$ cat src/rtl/rrf_allocator.sv
`default_nettype none
// ============================================================================
// Module      : rrf_allocator
// Description : In-order allocator for rename register file (RRF) tags.
//               Hands out at most one tag per cycle to the dispatching
//               instruction and drives the rename table set-busy port with
//               it. Tags are reclaimed in program order as the ROB commits.
//               The RRF is managed as a circular buffer: alloc pointer,
//               commit pointer and an explicit occupancy count.
// Revision    : 1.0 - initial release
// ----------------------------------------------------------------------------
// Ports
//   clk                  in   clock, all state updates on rising edge
//   reset                in   synchronous active-high reset
//   req_i                in   dispatching instruction needs a tag
//   dst_we_i             in   instruction writes a logical destination
//   dst_num_i            in   logical destination index
//   stall_i              in   downstream stall, blocks allocation
//   alloc_ready_o        out  a free tag exists
//   alloc_fire_o         out  tag allocated this cycle
//   alloc_rrftag_o       out  tag granted (valid with alloc_fire_o)
//   dst_en_setbusy_o     out  rename table set-busy enable
//   dst_num_setbusy_o    out  rename table destination index
//   dst_rrftag_setbusy_o out  rename table tag
//   com_en_i             in   ROB commits its oldest entry this cycle
//   com_rrftag_o         out  tag of oldest live entry
//   flush_i              in   misprediction flush (see RRF_ALLOC_FLUSH_EN)
//   free_count_o         out  number of free tags
//   rrf_full_o           out  all tags in use
// ----------------------------------------------------------------------------
// Build option
//   RRF_ALLOC_FLUSH_EN : when defined, flush_i rolls the alloc pointer back
//                        to the commit pointer and empties the buffer. When
//                        undefined, flush_i is ignored and no rollback logic
//                        is built; the port remains for interface stability.
// ============================================================================
module rrf_allocator #(
    parameter int RRF_SEL = 6,
    parameter int RRF_NUM = 64,
    parameter int REG_SEL = 5
) (
    input  logic               clk,
    input  logic               reset,
    input  logic               req_i,
    input  logic               dst_we_i,
    input  logic [REG_SEL-1:0] dst_num_i,
    input  logic               stall_i,
    output logic               alloc_ready_o,
    output logic               alloc_fire_o,
    output logic [RRF_SEL-1:0] alloc_rrftag_o,
    output logic               dst_en_setbusy_o,
    output logic [REG_SEL-1:0] dst_num_setbusy_o,
    output logic [RRF_SEL-1:0] dst_rrftag_setbusy_o,
    input  logic               com_en_i,
    output logic [RRF_SEL-1:0] com_rrftag_o,
    input  logic               flush_i,
    output logic [RRF_SEL:0]   free_count_o,
    output logic               rrf_full_o
);

    localparam logic [RRF_SEL:0]   c_rrf_num  = (RRF_SEL+1)'(RRF_NUM);
    localparam logic [RRF_SEL-1:0] c_tag_one  = RRF_SEL'(1);

    logic [RRF_SEL-1:0] r_alloc_ptr;
    logic [RRF_SEL-1:0] r_com_ptr;
    logic [RRF_SEL:0]   r_used;

    logic               w_full;
    logic               w_flush_eff;
    logic               w_alloc_fire;
    logic               w_com_fire;
    logic [RRF_SEL-1:0] w_alloc_ptr_nxt;
    logic [RRF_SEL-1:0] w_com_ptr_nxt;
    logic [RRF_SEL:0]   w_used_nxt;

`ifdef RRF_ALLOC_FLUSH_EN
    assign w_flush_eff = flush_i;
`else
    // Port kept for interface compatibility; its value has no effect.
    logic w_flush_unused;
    assign w_flush_unused = flush_i;
    assign w_flush_eff    = 1'b0;
`endif

    // Full is judged on the registered occupancy only, so a same-cycle
    // commit cannot open a combinational path from com_en_i to allocation.
    assign w_full       = (r_used == c_rrf_num);
    assign w_alloc_fire = req_i & ~stall_i & ~w_full & ~w_flush_eff & ~reset;
    // Commit on an empty buffer is dropped so the pointers never cross.
    assign w_com_fire   = com_en_i & (r_used != '0);

    assign w_com_ptr_nxt = w_com_fire ? (r_com_ptr + c_tag_one) : r_com_ptr;

`ifdef RRF_ALLOC_FLUSH_EN
    // Rollback: the commit of this cycle is honoured first, then every
    // remaining uncommitted tag is discarded.
    always_comb begin
        if (w_flush_eff) begin
            w_alloc_ptr_nxt = w_com_ptr_nxt;
            w_used_nxt      = '0;
        end else begin
            w_alloc_ptr_nxt = w_alloc_fire ? (r_alloc_ptr + c_tag_one) : r_alloc_ptr;
            w_used_nxt      = r_used + (RRF_SEL+1)'(w_alloc_fire)
                                     - (RRF_SEL+1)'(w_com_fire);
        end
    end
`else
    assign w_alloc_ptr_nxt = w_alloc_fire ? (r_alloc_ptr + c_tag_one) : r_alloc_ptr;
    assign w_used_nxt      = r_used + (RRF_SEL+1)'(w_alloc_fire)
                                    - (RRF_SEL+1)'(w_com_fire);
`endif

    always_ff @(posedge clk) begin
        if (reset) begin
            r_alloc_ptr <= '0;
            r_com_ptr   <= '0;
            r_used      <= '0;
        end else begin
            r_alloc_ptr <= w_alloc_ptr_nxt;
            r_com_ptr   <= w_com_ptr_nxt;
            r_used      <= w_used_nxt;
        end
    end

    assign alloc_ready_o        = ~w_full & ~reset;
    assign alloc_fire_o         = w_alloc_fire;
    assign alloc_rrftag_o       = r_alloc_ptr;
    // Logical register 0 still consumes a tag but never marks busy.
    assign dst_en_setbusy_o     = w_alloc_fire & dst_we_i & (dst_num_i != '0);
    assign dst_num_setbusy_o    = dst_num_i;
    assign dst_rrftag_setbusy_o = r_alloc_ptr;
    assign com_rrftag_o         = r_com_ptr;
    assign free_count_o         = c_rrf_num - r_used;
    assign rrf_full_o           = w_full;

endmodule
`default_nettype wire

$ cat config.mk
export PLATFORM = sky130hd
export DESIGN_NAME = rrf_allocator
export DESIGN_NICKNAME = d
export VERILOG_FILES = /design/src/rtl/rrf_allocator.sv
export SDC_FILE = /design/constraint.sdc
export NUM_CORES = 1
export LEC_CHECK = 0
export CAP_MARGIN = 20
export CORE_UTILIZATION = 48
export DETAILED_ROUTE_END_ITERATION = 6
export PLACE_DENSITY = 0.84
export SLEW_MARGIN = 20
export SYNTH_ARGS = -nofsm -noshare
export SYNTH_HDL_FRONTEND = slang
export SYNTH_SLANG_ARGS = --single-unit
export TNS_END_PERCENT = 30
$ cat constraint.sdc
create_clock -name clk -period 4.6 [get_ports clk]
set_clock_uncertainty 0.2 [all_clocks]
set_input_delay 0.92 -clock clk [delete_from_list [all_inputs] [get_ports clk]]
set_output_delay 0.92 -clock clk [all_outputs]
set_load 0.01 [all_outputs]
; ---- Yosys cells after proc, flatten, opt, wreduce, memory -nomap -nowiden
; Cells that the tools add are included.
[word_totals]
ff_bits = 19
latch_bits = 0
mem_bits_rw = 0
romBits = 0
in_bits = 12
output_inout_bits = 34
elab_cells = 21
n_memories = 0
[op_classes]
addsub = 5
n_mul = 0
div = 0
magnitude_cmp = 0
eq_ne = 1
shifts = 0
mux = 0
bitwise_logic = 10
n_reduce_logical = 2
[ops]
columns = op, n
row1 = $add 6x1->6 const B, 2
row2 = $add 7x1->7, 1
row3 = $and 1x1->1, 7
row4 = $eq 7x7->1 const B, 1
row5 = $reduce_bool 7->1, 1
row6 = $sub 7x1->7, 1
row7 = $sub 7x7->7 const A, 1
row8 = $reduce_bool 5->1, 1
row9 = $not 1->1, 3

; ---- Longest topological paths before layout
; Gate-level depths: netlist (run 1).
[logic_depth]
depth_word = 6
mapped_depth = 13

; ---- Worst setup path after synthesis (run 1)
; Ideal clock, no wire load.
[synth_timing]
kind = input to output
start = input req_i
end = output dst_en_setbusy_o
arrival_time_ps = 1757
path_slack_ps = 1723
cell_stages = 4
path_buffers = 0
path_cell_list = nor2b_1 -> nand2_1 -> nor2_1 -> o311a_1
[synth_between]
elab_chain_len = 5
[synth_rtl]
columns = element, line_no
row1 = from (decl), 44  ; input logic req_i,
row2 = $and 1x1->1 (3 in series), 88  ; assign w_alloc_fire = req_i & ~stall_i & ~w_full & ~w_flush_eff & ~reset;
row3 = named net alloc_fire_o, 49  ; output logic alloc_fire_o,
row4 = $and 1x1->1 (2 in series), 129  ; assign dst_en_setbusy_o = w_alloc_fire & dst_we_i & (dst_num_i != '0);
row5 = to (decl), 51  ; output logic dst_en_setbusy_o,
; The timed path passes the listed nets, and every way through them passes these cells.

; ---- Worst setup path after layout (run 1)
[layout_timing]
start = input req_i
end = output dst_en_setbusy_o
[layout_between]
elab_chain_len = 5
[layout_rtl]
columns = element, line_no
row1 = $and 1x1->1 (3 in series), 88
row2 = $and 1x1->1 (2 in series), 129
; Every way passes these cells.

==> impl_metrics.yaml, run 1 <==
status:
  outcome: "finished, final reports clean"
drt:
  vias: 1140
  routed_wl_mm: 2.95
  wire_per_inst_um: 13.5
  drt-initial-drc-count: 22
  firstDrtPassIters: 4
  drtAntennaViolNets: 0
  route.detailed.drc: 0
  vias_per_cell: 5.21
global_routing:
  grt_pass1_wl_mm: 4.53
  antenna_found_initial: 0
  grt_pass1_vias: 1053
  grt-ovfl-total: 0
  grt.total_usage_pct: 21.8
  grt_max_degree: 28
logic_synthesis:
  synthCells: 155
  ys.flop_type: "dfxtp_1"
  synth_seq_cells: 19
  ys_warn_count: 0
  synth_edf_count: 0
  synth.cell_area_um2: 1320
  synthArstFlopShare_pct: 0
  yosysUniqueCellTypes: 42
  syn_nets: 182
  postSynthAreaPerCell_um2: 8.49
  yosysSeqAreaShare_pct: 28.9
clock_tree:
  cts_tree: "yes"
  worstSkewPairLatency_ns: 0.32
  cts-resized-gates: 0
  cts_root_buf: "clkbuf_4"
  cts_hold_buf: 0
  numCtsBuffers: 3
  clock-sinks: 19
  ctsHtreeMaxLevel: 1
  clockBufferDepth: 2
  post_cts_buffers: 0
  clkTransAtPathRegs_ns: 0.11
timing:
  fin_crit_ns: 3.88
  rsz0062_at_grt: "no"
  worst_slew_pin_slew_ns: 0.316
  fmax_mhz: 258
  slew_viol_final: 0
  setup_viol: 0
  fin_crit_sh_pct: 84.4
  tns_ns: 0
  slew_headroom_pct: 78.9
  hold_viol: 0
pwr:
  pwr_density_cell_nw_per_um2: 559
  p_leak_uw: 0.000715
  peakVddDrop_uv: 392
setup_path:
  r2r-end: "r_used[4]"
  cp_max_fo: 4
  required_ns: 3.48
  start_kind: "input pin"
  ff2ff_setup_slack_ns: 1.46
  reg2reg_depth: 13
  critPathKind: "input pin to primary output"
  end_kind: "primary output"
  crit_arrival_ns: 2.76
  rr_startpoint: "r_used[1]"
final_layout:
  layoutNonFillerInstCount: 219
  syn2layout_area_growth_pct: 30.6
  final_util_pct: 67.6
  mostFrequentLayoutCells: "clkdlybuf4s50_1, dfxtp_1, nor2_1, ha_1, inv_1"
  layout-drive-gt1-share_pct: 5.29
  final_common_cell: "clkdlybuf4s50_1"
  antenna_cells: 0
  nets: 217
  final_area_um2: 1720
floorplan:
  core.rowCount: 18
  start_util_pct: 51.7
  die_height_um: 54.4
  die_x_um: 54.4
  core_area_um2: 2540
  dieArea_um2: 2960
  num_io_pins: 46
hold_path:
  hold_end: "com_rrftag_o[1]"
  hp-start: "com_rrftag_o[1]"
  hold_class: "flip-flop to flip-flop"
  min_path_cells: 2
placed_design:
  hpwl_mm: 2.34
  gp_congestion: 0.753
  portBuffers: 44
  dp.cells: 215
  dpl_cell_area_um2: 1690
run:
  drv_cap: 0
## how the worst max path moves through the flow
stage	depth (start not counted)	slack, ns	from	endpoint
3_5_place_dp	6	0.72	req_i	dst_en_setbusy_o
3_3_place_gp	6	0.74	req_i	dst_en_setbusy_o
6_report	6	0.72	req_i	dst_en_setbusy_o
5_1_grt	6	0.57	req_i	dst_en_setbusy_o
4_1_cts	6	0.70	req_i	dst_en_setbusy_o
2_1_floorplan	4	1.72	req_i	dst_en_setbusy_o
## power by group
group,switching (µW),internal (µW)
combinational,327,312
sequential,29.3,201
clock,59.6,32.6
total,416,545
## kinds of logic (layout without fill, tap and decap cells)
kind of cell	after synthesis	after routing	synth area share (%)
AOI/OAI and AO/OA	16	16	8.08
xor gates and xnor gates	15	15	9.98
adders and majority gates	15	15	14.8
buffers and inverters	29	63	12.4
DFF	19	19	28.9
and+or+nand+nor	61	61	25.9
## synth_stat cells, types with 2 or more instances
cell type  instances  area [µm²]
and2_1             2        12.5
xnor2_1            6        52.6
nor4_1             2        12.5
nor2b_1            6        37.5
ha_1              14         175
o21ai_0            2        10.0
nand4_1            3        18.8
nand3_1            7        35.0
dfxtp_1           19         380
inv_1             13        48.8
xor2_1             9        78.8
and3_1             2        12.5
a21oi_1            5        25.0
nor2_1            14        52.6
and4_1             2        17.5
buf_4             12        90.1
or3_1              2        12.5
nand2_1           11        41.3
## routing by layer
| metal | up-vias | global-route usage [%] | share of wire (%) | wire [µm] |
|---|---|---|---|---|
| met5 | - | 0 | 0 | 0 |
| met4 | 0 | 5.13 | 0.44 | 13 |
| met3 | 2 | 5.83 | 4.7 | 140 |
| met2 | 36 | 42.3 | 55 | 1620 |
| met1 | 523 | 22.9 | 40 | 1170 |
| li1 | 579 | - | - | - |
## area by class of cell
class / instances / area, µm²
multi-input combinational: 107 / 773
tap: 30 / 37.5
timing repair buffer: 45 / 448
fill: 221 / 826
inverter: 14 / 52.6
clock buffer: 3 / 22.5
sequential: 19 / 380
clock inverter: 1 / 5.00
## metrics by stage
stage / hold WS [ns] / worst slack (ns) / total power [µW]
after floorplan: 0.304 / 1.72 / 636
after global placement: 0.278 / 0.742 / 834
after detailed placement: 0.301 / 0.723 / 867
after CTS: 0.317 / 0.703 / 965
after global routing: 0.343 / 0.572 / 1030
final: 0.314 / 0.719 / 961
## sequential cells by signal, indices dropped and copies added (netlist names)
register        count
r_used              7
com_rrftag_o        6
alloc_rrftag_o      6
## critical path, cell delays in order
cell and delay, ns:
clkdlybuf4s50_1 0.47, nor2b_1 0.26, nand2_1 0.16, nor2_1 0.22, o311a_1 0.20, clkdlybuf4s50_1 0.53
Note: power is estimated with default switching activity, not from simulation.
==> inputs of run 2 (changes only) <==
--- a/config.mk
+++ b/config.mk
@@ -6,9 +6,9 @@
 export NUM_CORES = 1
 export LEC_CHECK = 0
 export CAP_MARGIN = 20
-export CORE_UTILIZATION = 48
+export CORE_UTILIZATION = 40
 export DETAILED_ROUTE_END_ITERATION = 6
-export PLACE_DENSITY = 0.84
+export PLACE_DENSITY = 0.75
 export SLEW_MARGIN = 20
 export SYNTH_ARGS = -nofsm -noshare
 export SYNTH_HDL_FRONTEND = slang
==> constraint.sdc (replaced) <==
create_clock -name clk -period 3.5 [get_ports clk]
set_clock_uncertainty 0.2 [all_clocks]
set_input_delay 0.7 -clock clk [delete_from_list [all_inputs] [get_ports clk]]
set_output_delay 0.7 -clock clk [all_outputs]
set_load 0.01 [all_outputs]
==> run 2 against run 1 <==
Compared with the run above: die area is 19% higher; first-iteration DRC count increased by 130%; utilization shrank 11 points; critical endpoint unchanged; sequential share of layout area shrank 0.40 points; routed wire length fell by 2.6%; critical path depth unchanged; non-clock buffer count is 2 higher.
==> impl_metrics.yaml, run 2 (synthesis gave the netlist of run 1 again) <==
status:
  outcome: "finished, final reports clean"
clock_tree:
  clockBufferDepth: 2
  worstSkewPairLatency_ns: 0.30
  clkTransAtPathRegs_ns: 0.12
  numCtsBuffers: 3
  cts_tree: "yes"
  post_cts_buffers: 0
  cts_root_buf: "clkbuf_4"
  cts-resized-gates: 0
  clock-sinks: 19
  ctsHtreeMaxLevel: 1
  cts_hold_buf: 0
drt:
  drt-initial-drc-count: 50
  firstDrtPassIters: 4
  drtAntennaViolNets: 0
  vias: 1184
  routed_wl_mm: 2.87
  vias_per_cell: 5.04
  wire_per_inst_um: 12.2
  route.detailed.drc: 0
setup_path:
  crit_arrival_ns: 2.37
  cp_max_fo: 3
  r2r-end: "r_used[6]"
  reg2reg_depth: 13
  critPathKind: "input pin to primary output"
  required_ns: 2.60
  end_kind: "primary output"
  rr_startpoint: "r_used[1]"
  ff2ff_setup_slack_ns: 0.32
  start_kind: "input pin"
timing:
  fin_crit_ns: 3.27
  setup_viol: 0
  slew_headroom_pct: 76.2
  hold_viol: 0
  tns_ns: 0
  slew_viol_final: 0
  fin_crit_sh_pct: 93.4
  worst_slew_pin_slew_ns: 0.352
  rsz0062_at_grt: "no"
  fmax_mhz: 306
pwr:
  switchingPower_uw: 537
  pwr-share-clk_pct: 9.2
  p_leak_uw: 0.000722
  pwr-share-seq_pct: 24.2
  p_comb_share_pct: 66.6
  peakVddDrop_uv: 349
  power.share.switching_pct: 42.9
  p_int_uw: 714
  pwr_density_cell_nw_per_um2: 715
hold_path:
  hold_class: "flip-flop to flip-flop"
  hp-start: "alloc_rrftag_o[1]"
  hold_end: "alloc_rrftag_o[1]"
  min_path_cells: 2
placed_design:
  hpwl_mm: 2.23
  portBuffers: 44
  gp_congestion: 0.834
  dp.cells: 231
final_layout:
  nets: 219
  mostFrequentLayoutCells: "clkdlybuf4s50_1, dfxtp_1, nor2_1, ha_1, inv_1"
  final_common_cell: "clkdlybuf4s50_1"
  layoutNonFillerInstCount: 235
  layout-drive-gt1-share_pct: 5.76
  fillCellCount: 281
  largest_register_ffs: 7
  syn2layout_area_growth_pct: 33.0
  antenna_cells: 0
  top_register: "r_used"
global_routing:
  grt.total_usage_pct: 17.8
  grt-ovfl-total: 0
  grt_pass1_wl_mm: 4.79
  antenna_found_initial: 0
  grt_pass1_vias: 1131
  grt_max_degree: 27
floorplan:
  core.rowCount: 20
  die_x_um: 59.4
  core_area_um2: 3080
  die_height_um: 59.4
  num_io_pins: 46
  dieArea_um2: 3520
  start_util_pct: 42.8
run:
  drv_cap: 0
-- run 2: worst max-delay path, stage by stage --
cell and delay, ns:
clkdlybuf4s50_1 0.47, nor2b_1 0.19, nand2_1 0.13, nor2_1 0.15, o311a_1 0.19, clkdlybuf4s50_1 0.53
-- run 2: per-layer routing --
metal	vias to the layer above	part of all wire [%]	track usage [%]
met5	-	0	0
met4	0	2.3	7.14
met1	551	44	21.2
met2	39	49	31.6
met3	10	4.8	2.84
li1	584	-	-
-- run 2: how the worst max path moves through the flow --
stage	from	end	slack (ns)	depth (start not counted)
3_5_place_dp	com_en_i	r_used[4]	0.24	11
2_1_floorplan	r_used[1]	r_used[4]	0.69	13
6_report	req_i	dst_en_setbusy_o	0.23	6
4_1_cts	req_i	dst_en_setbusy_o	0.22	6
3_3_place_gp	req_i	dst_en_setbusy_o	0.23	6
5_1_grt	req_i	dst_en_setbusy_o	0.12	6
-- run 2: power groups by stage --
stage	combinational, µW	sequential [µW]	clock [µW]
3_5_place_dp	822	309	0
5_1_grt	917	311	127
6_report	833	303	115
2_1_floorplan	532	305	0
3_3_place_gp	793	306	0
4_1_cts	832	304	117
-- run 2: layout make-up --
type | instances | area [µm²] | area share [%]
multi-input cells | 107 | 773 | 44.2
repair buffers | 47 | 463 | 26.4
flip-flops and latches | 19 | 380 | 21.7
well taps | 44 | 55.1 | 3.15
inverters | 14 | 52.6 | 3.00
clock buffers | 4 | 26.3 | 1.50
-- run 2: metrics by stage --
stage	worst slack, ns	util (%)	total power (µW)	cell area, µm²	hold slack [ns]
after floorplan	0.694	-	836	1320	0.304
after global placement	0.235	56.0	1100	1720	0.273
after detailed placement	0.240	56.0	1130	1720	0.305
after CTS	0.223	56.9	1250	1750	0.321
after global routing	0.116	56.9	1350	1750	0.365
final	0.233	56.9	1250	1750	0.315
==> inputs of run 3 (changes only) <==
--- a/config.mk
+++ b/config.mk
@@ -6,9 +6,10 @@
 export NUM_CORES = 1
 export LEC_CHECK = 0
 export CAP_MARGIN = 20
-export CORE_UTILIZATION = 40
+export CORE_UTILIZATION = 42
+export CTS_BUF_LIST = sky130_fd_sc_hd__clkbuf_8
 export DETAILED_ROUTE_END_ITERATION = 6
-export PLACE_DENSITY = 0.75
+export PLACE_DENSITY = 0.78
 export SLEW_MARGIN = 20
 export SYNTH_ARGS = -nofsm -noshare
 export SYNTH_HDL_FRONTEND = slang
==> run 3 against run 2 <==
Compared with the run above: the flow now finishes with violations (design-rule violations); sequential power about the same; maximum frequency decreased by 2.3%; sequential cell count unchanged; first-iteration DRC count decreased by 14%; critical endpoint unchanged; die area decreased by 4.6%; global-route usage increased by 1.0 points.
==> impl_metrics.yaml, run 3 (synthesis gave the netlist of run 1 again) <==
timing:
  setup_viol: 0
  rsz0062_at_grt: "no"
  fin_crit_ns: 3.34
  hold_viol: 0
  fin_crit_sh_pct: 95.5
  slew_headroom_pct: 77.0
  worst_slew_pin_slew_ns: 0.344
  tns_ns: 0
  slew_viol_final: 0
  fmax_mhz: 299
global_routing:
  grt_pass1_vias: 1120
  use_met3_pct: 4.02
  top_usage_layer: "met2"
  grtUsageMet1_pct: 22.8
  grt_max_degree: 27
  grt_pass1_wl_mm: 4.99
  grt.total_usage_pct: 18.9
  grt-ovfl-total: 0
  met2_usage_pct: 34.0
  antenna_found_initial: 0
setup_path:
  start_kind: "input pin"
  required_ns: 2.60
  crit_arrival_ns: 2.44
  critPathKind: "input pin to primary output"
  end_kind: "primary output"
  cp_max_fo: 3
drt:
  wire_per_inst_um: 13.9
  route.detailed.drc: 3
  vias_per_cell: 5.28
  routed_wl_mm: 3.08
  drtAntennaViolNets: 0
  vias: 1167
  drt-initial-drc-count: 43
  firstDrtPassIters: 6
clock_tree:
  cts_hold_buf: 0
  numCtsBuffers: 3
  clock-sinks: 19
  ctsHtreeMaxLevel: 1
  cts_tree: "yes"
  cts_root_buf: "clkbuf_8"
  clockBufferDepth: 2
  post_cts_buffers: 0
  clkTransAtPathRegs_ns: 0.08
  cts-resized-gates: 0
  worstSkewPairLatency_ns: 0.26
status:
  outcome: "complete, but fails checks"
  violations: "design-rule violations"
hold_path:
  hold_class: "flip-flop to flip-flop"
placed_design:
  gp_congestion: 0.829
  hpwl_mm: 2.39
  portBuffers: 44
floorplan:
  num_io_pins: 46
  start_util_pct: 46.1
  core.rowCount: 19
  die_height_um: 58.0
  die_x_um: 58.0
  dieArea_um2: 3360
  core_area_um2: 2850
final_layout:
  final_common_cell: "clkdlybuf4s50_1"
  layout-drive-gt1-share_pct: 5.79
  largest_register_ffs: 7
  nets: 218
  top_register: "r_used"
  mostFrequentLayoutCells: "clkdlybuf4s50_1, dfxtp_1, nor2_1, ha_1, inv_1"
  antenna_cells: 0
  fillCellCount: 252
  syn2layout_area_growth_pct: 32.7
pwr:
  p_total_uw: 1310
  pwr_density_cell_nw_per_um2: 749
  p_leak_uw: 0.000728
  peakVddDrop_uv: 524
run:
  drv_cap: 0
[run 3: path summary, 6_finish.rpt]
kind	from	endpoint	slack, ns	cells past startpoint
worst max-delay path	req_i	dst_en_setbusy_o	0.16	6
worst min-delay path	com_rrftag_o[1]	com_rrftag_o[1]	0.29	2
worst max register to register	r_used[1]	r_used[4]	0.25	13
worst min register to register	com_rrftag_o[1]	com_rrftag_o[1]	0.29	2
[run 3: layout make-up]
cell class / instances / area [µm²] / share of cell area [%]
clock buffers: 3 / 41.3 / 2.36
repair buffers: 46 / 455 / 26.1
flip-flops and latches: 19 / 380 / 21.8
clock inverters: 1 / 5.00 / 0.287
inverters: 14 / 52.6 / 3.01
well taps: 31 / 38.8 / 2.22
multi-input cells: 107 / 773 / 44.3
[run 3: worst max-delay path: stages]
cell and delay, ns:
clkdlybuf4s50_1 0.48, nor2b_1 0.19, nand2_1 0.13, nor2_1 0.22
o311a_1 0.20, clkdlybuf4s50_1 0.53
[run 3: metrics by stage]
stage | setup WS [ns] | hold WS (ns) | instances | util [%] | area (µm²)
2_1_floorplan | 0.694 | 0.304 | 155 | - | 1320
3_3_place_gp | 0.185 | 0.274 | 217 | 59.6 | 1700
3_5_place_dp | 0.157 | 0.285 | 217 | 59.6 | 1700
4_1_cts | 0.145 | 0.296 | 221 | 61.2 | 1750
5_1_grt | 0.0442 | 0.331 | 221 | 61.2 | 1750
6_report | 0.157 | 0.291 | 221 | 61.2 | 1750
[run 3: power by group]
part | total [µW] | internal, µW | switching (µW)
combinational | 848 | 407 | 440
sequential | 304 | 264 | 39.6
clock | 157 | 79.2 | 77.9
[run 3: per-layer routing]
metal / share of wire (%) / routed length [µm] / up-vias
met5: 0 / 0 / -
met2: 51 / 1570 / 36
li1: - / - / 588
met4: 0.75 / 23 / 0
met1: 43 / 1330 / 539
met3: 4.9 / 152 / 4
